**config.mk**
```make
export PLATFORM = sky130hd
export DESIGN_NAME = pwm_decoder
export DESIGN_NICKNAME = d
export VERILOG_FILES = /design/src/rtl/pwm_decoder_pkg.sv /design/src/rtl/pwm_decoder_edge_detect.sv /design/src/rtl/pwm_decoder.sv
export SDC_FILE = /design/constraint.sdc
export NUM_CORES = 1
export LEC_CHECK = 0
export CAP_MARGIN = 20
export CELL_PAD_IN_SITES_DETAIL_PLACEMENT = 1
export CELL_PAD_IN_SITES_GLOBAL_PLACEMENT = 1
export CORE_MARGIN = 1.5
export CORE_UTILIZATION = 36
export CTS_CLUSTER_SIZE = 30
export DETAILED_ROUTE_END_ITERATION = 7
export HOLD_SLACK_MARGIN = 0.1
export PLACE_DENSITY = 0.83
export SLEW_MARGIN = 20
export SYNTH_ARGS = -nofsm -noshare
export SYNTH_HDL_FRONTEND = slang
export SYNTH_SLANG_ARGS = --single-unit
```
**constraint.sdc**
```tcl
create_clock -name clk -period 2.1 [get_ports clk]
set_clock_uncertainty 0.1 [all_clocks]
set_input_delay 0.42 -clock clk [delete_from_list [all_inputs] [get_ports clk]]
set_output_delay 0.42 -clock clk [all_outputs]
set_load 0.05 [all_outputs]
```
**src/rtl/pwm_decoder_pkg.sv**
```systemverilog
// rtl/pwm_decoder_pkg.sv - shared types and defaults for the PWM decoder
package pwm_decoder_pkg;

  // Default width of the period/high-time counters and measurement outputs
  localparam int DEFAULT_CNT_WIDTH = 16;

  // Measurement FSM: IDLE waits for the first rise, HIGH/LOW track the gate phase
  typedef enum logic [1:0] {
    IDLE = 2'd0,
    HIGH = 2'd1,
    LOW  = 2'd2
  } state_t;

endpackage

```
**src/rtl/pwm_decoder_edge_detect.sv**
```systemverilog
// rtl/pwm_decoder_edge_detect.sv - gate synchronizer, priming and edge detection
module pwm_edge_detect #(
  parameter int SYNC_STAGES = 0   // 0..2 synchronizer flops
) (
  input  logic clk,
  input  logic rst,
  input  logic gate,
  output logic g,
  output logic rise,
  output logic fall
);

  logic g_prev;
  logic prime;

  generate
    if (SYNC_STAGES == 0) begin : g_nosync
      assign g = gate;
    end else begin : g_sync
      logic [SYNC_STAGES-1:0] sync;

      // Shift the raw gate through the synchronizer chain
      always_ff @(posedge clk) begin
        if (!rst) begin
          sync <= '0;
        end else begin
          sync[0] <= gate;
          for (int i = 1; i < SYNC_STAGES; i++) begin
            sync[i] <= sync[i-1];
          end
        end
      end

      assign g = sync[SYNC_STAGES-1];
    end
  endgenerate

  // Remember the previous sample; prime blanks edges in the first cycle after reset
  always_ff @(posedge clk) begin
    if (!rst) begin
      g_prev <= 1'b0;
      prime  <= 1'b1;
    end else begin
      g_prev <= g;
      prime  <= 1'b0;
    end
  end

  assign rise = !prime &&  g && !g_prev;
  assign fall = !prime && !g &&  g_prev;

endmodule

```
**src/rtl/pwm_decoder.sv**
```systemverilog
// rtl/pwm_decoder.sv - measures PWM period and high time with a valid/ready output
module pwm_decoder
  import pwm_decoder_pkg::*;
#(
  parameter int CNT_WIDTH   = DEFAULT_CNT_WIDTH,
  parameter int SYNC_STAGES = 0
) (
  input  logic                 clk,
  input  logic                 rst,
  input  logic                 gate,
  output logic [CNT_WIDTH-1:0] period,
  output logic [CNT_WIDTH-1:0] high_time,
  output logic                 meas_valid,
  input  logic                 meas_ready,
  output logic                 overrun,
  output logic                 timeout
);

  localparam logic [CNT_WIDTH-1:0] CNT_MAX   = '1;
  localparam logic [CNT_WIDTH-1:0] CNT_ONE   = CNT_WIDTH'(1);
  localparam logic [CNT_WIDTH-1:0] CNT_LIMIT = CNT_MAX - CNT_ONE;

  state_t                 state, state_n;
  logic [CNT_WIDTH-1:0]   cnt, cnt_n, cnt_inc;
  logic [CNT_WIDTH-1:0]   high_cap, high_cap_n;
  logic                   g, rise, fall;
  logic                   at_limit;
  logic                   emit;
  logic                   to_set;

  pwm_edge_detect #(
    .SYNC_STAGES (SYNC_STAGES)
  ) u_edge (
    .clk  (clk),
    .rst  (rst),
    .gate (gate),
    .g    (g),
    .rise (rise),
    .fall (fall)
  );

  // Saturating increment so the counter can never wrap
  assign cnt_inc  = (cnt == CNT_MAX) ? cnt : cnt + CNT_ONE;
  // Next increment would reach the all-ones value: the gate is stuck
  assign at_limit = (cnt >= CNT_LIMIT);

  // State, counter and high-time capture registers
  always_ff @(posedge clk) begin
    if (!rst) begin
      state    <= IDLE;
      cnt      <= '0;
      high_cap <= '0;
    end else begin
      state    <= state_n;
      cnt      <= cnt_n;
      high_cap <= high_cap_n;
    end
  end

  // Next-state logic: edges advance the phase, a stuck gate falls back to IDLE
  always_comb begin
    state_n    = state;
    cnt_n      = cnt;
    high_cap_n = high_cap;
    emit       = 1'b0;
    to_set     = 1'b0;
    case (state)
      IDLE: begin
        if (rise) begin
          state_n = HIGH;
          cnt_n   = CNT_ONE;
        end
      end
      HIGH: begin
        if (fall) begin
          state_n    = LOW;
          high_cap_n = cnt;
          cnt_n      = cnt_inc;
        end else if (at_limit) begin
          state_n = IDLE;
          cnt_n   = cnt_inc;
          to_set  = 1'b1;
        end else begin
          cnt_n = cnt_inc;
        end
      end
      LOW: begin
        if (rise) begin
          state_n = HIGH;
          cnt_n   = CNT_ONE;
          emit    = 1'b1;
        end else if (at_limit && !g) begin
          state_n = IDLE;
          cnt_n   = cnt_inc;
          to_set  = 1'b1;
        end else begin
          cnt_n = cnt_inc;
        end
      end
      default: begin
        state_n = IDLE;
      end
    endcase
  end

  // Measurement register with valid/ready handshake, overrun and timeout flags
  always_ff @(posedge clk) begin
    if (!rst) begin
      period     <= '0;
      high_time  <= '0;
      meas_valid <= 1'b0;
      overrun    <= 1'b0;
      timeout    <= 1'b0;
    end else begin
      if (emit) begin
        if (!meas_valid || meas_ready) begin
          period     <= cnt;
          high_time  <= high_cap;
          meas_valid <= 1'b1;
        end else begin
          overrun <= 1'b1;
        end
      end else if (meas_valid && meas_ready) begin
        meas_valid <= 1'b0;
      end

      if (to_set) begin
        timeout <= 1'b1;
      end else if (rise) begin
        timeout <= 1'b0;
      end
    end
  end

endmodule

```
# Word-level counts from Yosys, hierarchy flattened
# Cells that the tools add are included.
dict set report classes {
  add_sub_neg 1
  n_lt_le_gt_ge 1
  eq_ne 7
  mux 23
  bitwise_logic 1
  n_reduce_logical 21
}
# op count
set ops {}
lappend ops {{2-to-1 mux 16 bit} 3}
lappend ops {{one-hot mux 16 bit (3 select lines)} 1}
lappend ops {{adder 16 x 1 -> 16 bit, second input constant} 1}
lappend ops {{equality test 16 bit, second input constant} 1}
lappend ops {{>= comparator 16 bit, second input constant} 1}
lappend ops {{2-to-1 mux 1 bit} 12}
lappend ops {{2-to-1 mux 2 bit} 5}
lappend ops {{AND reduction 2 bit} 5}
lappend ops {{logical AND 1 bit} 6}
lappend ops {{inequality test 3 bit, second input constant} 2}
lappend ops {{one-hot mux 2 bit (3 select lines)} 1}
lappend ops {{zero test 1 bit} 4}
lappend ops {{nonzero test 2 bit} 2}
lappend ops {{AND reduction 3 bit} 1}
lappend ops {{nonzero test 3 bit} 1}
lappend ops {{equality test 2 x 1 -> 1 bit, second input constant} 1}
lappend ops {{equality test 2 bit, second input constant} 1}
lappend ops {{zero test 2 bit} 1}
lappend ops {{inequality test 2 x 1 -> 1 bit, second input constant} 1}
lappend ops {{inequality test 2 bit, second input constant} 1}
lappend ops {{one-hot mux 1 bit (2 select lines)} 1}
lappend ops {{logical OR 1 bit} 1}
lappend ops {{NOT 1 bit} 1}
dict set report totals {
  reg_bits 71
  input_bits 4
  out_inout_bits 35
  word_cells 64
}

# Logic depth before layout (Yosys ltp)
dict set report depth {
  word_depth 7
  ltp_mapped 8
  ltp_nobuf 7
}

# Cells and area by module
# Synthesis repeated with hierarchy kept, for this count alone.
dict set report hier_totals {
  cells_unflattened 358
  area_unflattened_um2 2959.1
}
# mod instances cells_each area_per_inst_um2 seq_area_each_um2
set modules_own_cells {}
lappend modules_own_cells {pwm_decoder 1 351 2875.3 1381.3}
lappend modules_own_cells {pwm_edge_detect 1 7 83.8 40.0}

# Least setup slack after synthesis
# OpenSTA, ideal clock, no wires.
dict set report synth_timing {
  path_kind {input-to-reg}
  from {input port gate}
  to {register cnt[13]}
  setup_ns 0.070
  arrival_time_ns 1.886
  required_time_ns 1.930
  slack_ns 0.044
  cell_stages 6
  path_buffers 1
  path_cell_list {or3b_1 > buf_6 > a211oi_4 > o21ai_2 > or4_1 > a21oi_1}
}
dict set report synth_between {
  elab_chain_len 4
  elab_cells_between_ends 6
  cone_classes {1 x eq/ne; 2 x mux; 3 x reduce/logical}
}
# element line_no
set synth_lines {}
lappend synth_lines {{start, declared} pwm_decoder.sv:10} ;# input logic gate,
lappend synth_lines {{logical AND 1 bit * (2 in series)} pwm_decoder_edge_detect.sv:49} ;# assign rise = !prime && g && !g_prev;
lappend synth_lines {{2-to-1 mux 16 bit or inequality test 2 bit (tied branches)} -}
lappend synth_lines {{one-hot mux 16 bit (3 select lines) or AND reduction 2 bit (tied branches)} -}
lappend synth_lines {{end signal, assigned} pwm_decoder.sv:55} ;# cnt <= cnt_n;
lappend synth_lines {{end, declared} pwm_decoder.sv:24} ;# logic [CNT_WIDTH-1:0] cnt, cnt_n, cnt_inc;
# Mark *: on every way between the ends. The rest lies on a longest branch, timed or not.
# A chain may end at the register's enable or synchronous reset.

# Worst setup path after layout
dict set report layout_timing {
  from {register period[1]}
  to {output port period[1]}
}
# element line_no
set layout_rtl {}
lappend layout_rtl {{start, declared} pwm_decoder.sv:11} ;# output logic [CNT_WIDTH-1:0] period,
lappend layout_rtl {{start signal, assigned} pwm_decoder.sv:117} ;# period <= cnt;
# No word-level cell between the ends.

==> impl_summary.log <==
[metrics] total of flip-flops plus latches after synthesis: 71
[metrics] core area: 0.00777 mm2
[metrics] HPWL after detailed placement: 5080 um
[metrics] dpl cell area: 0.00355 mm2
[metrics] initial antenna violation count: 0
[metrics] vias in the first global route: 2,861
[metrics] EDFF count, synth: 0
[metrics] Worst Hold Path Cells: 2
[metrics] DP Cell Count: 503
[metrics] setup-violating endpoint count in the final report: 0
[metrics] number of top-level design ports: 39
[metrics] final-stage net count: 431
[metrics] synth cell count leaders: sky130_fd_sc_hd__nand2_1 (110), sky130_fd_sc_hd__dfxtp_1 (71), sky130_fd_sc_hd__a21oi_1 (57), sky130_fd_sc_hd__nor2_1 (20), sky130_fd_sc_hd__clkbuf_1 (14)
[metrics] Net Switching: 0.774 mW
[metrics] relative area change from synthesis to final layout: 36.3%
[metrics] Cell Int Power: 2.18 mW
[metrics] worst hold path class: reg2reg
[metrics] detailed-routing iteration count for the pre-antenna-repair pass: 4
[metrics] total of hold buffers inserted after clock tree synthesis: 0
[metrics] global routing usage summed across all routing layers: 20.3%
[metrics] FFs w/ async S/R, synth: 0%
[metrics] Crit path required time: 1.58 ns
[metrics] standby leakage power: 1.31 nW
[metrics] H-Tree Level Count: 3
[metrics] remaining number of nets flagged by the antenna check after routing: 0
[metrics] most frequent cell after synthesis: sky130_fd_sc_hd__nand2_1
[metrics] x dimension of the die: 92.6 um
[metrics] number of port buffers: 38
[metrics] CP Max Fanout: 2
[metrics] final cell area excluding filler cells: 0.00394 mm2
[metrics] run status: finished clean
[metrics] largest area contributor in the synthesized netlist: sky130_fd_sc_hd__dfxtp_1
[metrics] Synthesized Nets: 371
[metrics] DRC violations left: 0
[metrics] Die Outline Area: 0.00858 mm2
[metrics] maximum ir drop on the vdd rail: 0.000357 V
[metrics] share of the synthesized area in the top cell type: 49.2%
[metrics] sequential fraction of design power: 47.7%
[metrics] largest net degree at the start of global routing: 49
[metrics] ranking of synthesized cells by area: sky130_fd_sc_hd__dfxtp_1 (49%), sky130_fd_sc_hd__nand2_1 (14%), sky130_fd_sc_hd__a21oi_1 (9.9%)
[metrics] number of distinct library cells after synthesis: 43
[metrics] insertion delay to the later sink of the worst-skew pair: 0.35 ns
[metrics] setup slack after layout: 0.0578 ns
[metrics] final weighted congestion of routability-driven global placement: 0.920
[metrics] delay of the slowest cell on the worst path: 0.82 ns
[metrics] number of rows in the core area: 32
[metrics] clock sinks: 71
[metrics] Synthesis Warnings: 0
[metrics] Buf/Inv on CP: 1
[metrics] Worst path top cell family by delay: buffers and inverters
[metrics] Critical Path Slowest Stage Cell: sky130_fd_sc_hd__clkdlybuf4s50_1
[metrics] Clk network pwr share: 41.5%
[metrics] number of design-rule violations left by the first detailed-router iteration: 98
[metrics] final total negative setup slack: 0 ns
[metrics] final standard cell count with taps included and fillers excluded: 527
[metrics] clock buffer count from CTS: 9
[metrics] Post-Synthesis Cell Area: 0.00289 mm2
[metrics] vias: 2,720
[metrics] Ant. Diodes: 0
[metrics] clock root cell: sky130_fd_sc_hd__clkbuf_8
[metrics] CP Launch Type: flip-flop
[metrics] final routed wire length divided by cell count: 15.4 um
[metrics] Chip Height: 92.6 um
[metrics] wirelength, routed: 8120 um
[metrics] Most used DFF post-synth: sky130_fd_sc_hd__dfxtp_1
[metrics] multi-input combinational cell area: 0.00137 mm2
[metrics] CP cell instances: clkdlybuf4s50_1
[metrics] setup repair after global routing missed its margin: no
[metrics] clock tree from TritonCTS: yes
[metrics] global-route wire length before repair: 13,500 um
[metrics] P per Cell Area: 749 mW/mm2
[metrics] share of layout cells above drive strength 1: 14.1%
[metrics] critical path arrival: 1.52 ns
[metrics] max_cap viols: 0
[metrics] overall power consumption: 2.95 mW
[metrics] detailed-route vias per instance: 5.16
[metrics] Achievable Freq: 490 MHz
[metrics] WP depth: 1
[metrics] FILL cells: 946
[metrics] Net Sw Frac: 26.2%
[metrics] register cell area after layout: 0.00142 mm2
[metrics] Least-Margin Pin Slew: 0.520 ns
[metrics] initial cell density of the core: 37.2%
[metrics] mean instance size in the synthesized netlist: 8.03 um2
[metrics] worst slack, placed: -0.587 ns
[metrics] fin. max-slew vios: 0
[metrics] combinational power share: 10.8%
[metrics] cells after synthesis: 360
[metrics] Clock transition at path regs: 0.08 ns
[metrics] clock period minus final worst setup slack: 2.04 ns
[metrics] path depth of the worst reg2reg path: 8
[metrics] Crit Path Category: reg2out
[metrics] final clock period utilization by the worst path: 97.2%
[metrics] post-synthesis sequential area ratio: 49.2%
[metrics] number of endpoints with negative hold slack in the final report: 0
[metrics] Max-Slew Margin vs Limit: 65.2%
[metrics] total congestion overflow: 0
[metrics] maximum clock insertion buffer count: 2
[metrics] kind of end point of the critical path: output pin
-- cell usage in the layout, fill, tap and decap left out, types with 2 or more instances in the layout --
master,n
sky130_fd_sc_hd__o21ai_0,5
sky130_fd_sc_hd__buf_16,2
sky130_fd_sc_hd__mux2i_1,2
sky130_fd_sc_hd__nand4_1,3
sky130_fd_sc_hd__nand3_1,7
sky130_fd_sc_hd__bufinv_16,2
sky130_fd_sc_hd__ha_1,7
sky130_fd_sc_hd__nor2_1,19
sky130_fd_sc_hd__buf_12,7
sky130_fd_sc_hd__dfxtp_1,71
sky130_fd_sc_hd__buf_4,21
sky130_fd_sc_hd__clkinvlp_4,2
sky130_fd_sc_hd__inv_1,8
sky130_fd_sc_hd__xnor2_1,8
sky130_fd_sc_hd__clkbuf_8,9
sky130_fd_sc_hd__and3_1,2
sky130_fd_sc_hd__clkdlybuf4s50_1,36
sky130_fd_sc_hd__o211ai_1,5
sky130_fd_sc_hd__a211oi_1,2
sky130_fd_sc_hd__a21oi_1,56
sky130_fd_sc_hd__xor2_1,2
sky130_fd_sc_hd__or3_4,2
sky130_fd_sc_hd__nor4_1,4
sky130_fd_sc_hd__nand2_1,110
-- registers in the layout (all words and copies together) (netlist names) --
name / flops
state: 2
period: 16
timeout: 1
cnt: 16
overrun: 1
high_cap: 16
high_time: 16
u_edge.g_prev: 1
u_edge.prime: 1
meas_valid: 1
-- through the flow --
| stage | hold slack, ns | util (%) |
|---|---|---|
| 2_1_floorplan | 0.332 | - |
| 3_3_place_gp | 0.341 | 45.7 |
| 3_5_place_dp | 0.348 | 45.7 |
| 4_1_cts | 0.355 | 50.7 |
| 5_1_grt | 0.376 | 50.7 |
| 6_report | 0.354 | 50.7 |
-- cell families (layout without fill, tap and decap cells) --
group | Yosys count | in the layout | synth area share, %
compound gates | 80 | 80 | 16.2
xor+xnor | 10 | 10 | 3.03
fa+ha+maj | 7 | 7 | 3.03
buf+inv | 29 | 94 | 4.24
flops | 71 | 71 | 49.2
mux | 2 | 2 | 0.692
simple gates | 161 | 161 | 23.7
-- routing by layer --
metal,GRT usage [%],up-vias,share of wire [%]
met5,0,-,0
met4,6.44,0,1.4
met3,5.25,14,5.0
met2,37.6,62,52
met1,22.5,1312,41
li1,-,1332,-
-- final timing paths --
kind / startpoint / to / slack [ns]
max: period[1]$_SDFFE_PN0P_ / period[1] / 0.06
min: high_cap[2]$_SDFFE_PN0P_ / high_time[2]$_SDFFE_PN0P_ / 0.35
max reg2reg: u_edge.prime$_DFF_P_ / high_time[8]$_SDFFE_PN0P_ / 0.13
min reg2reg: high_cap[2]$_SDFFE_PN0P_ / high_time[2]$_SDFFE_PN0P_ / 0.35
-- power groups by stage --
| stage | logic (mW) | registers (mW) | clock network (mW) |
|---|---|---|---|
| floorplan | 0.205 | 1.43 | 0 |
| global placement | 0.293 | 1.44 | 0 |
| detailed placement | 0.312 | 1.44 | 0 |
| CTS | 0.320 | 1.41 | 1.24 |
| global route | 0.348 | 1.41 | 1.30 |
| finish | 0.320 | 1.41 | 1.23 |
-- layout make-up --
class                           instances  area share, %
Clock inverter                          6           2.35
Sequential cell                        71           36.1
Timing Repair Buffer                   69           19.4
Tap cell                              102           3.24
Inverter                                9          0.857
Multi-Input combinational cell        260           34.8
Clock buffer                           10           3.24
-- what timing repair did --
action | in CTS | in global routing
resized for setup | 10 | 0
buffers inserted | 5 | 0
setup endpoints to repair | 44 | 0
Power figures use the tool's default switching activity.
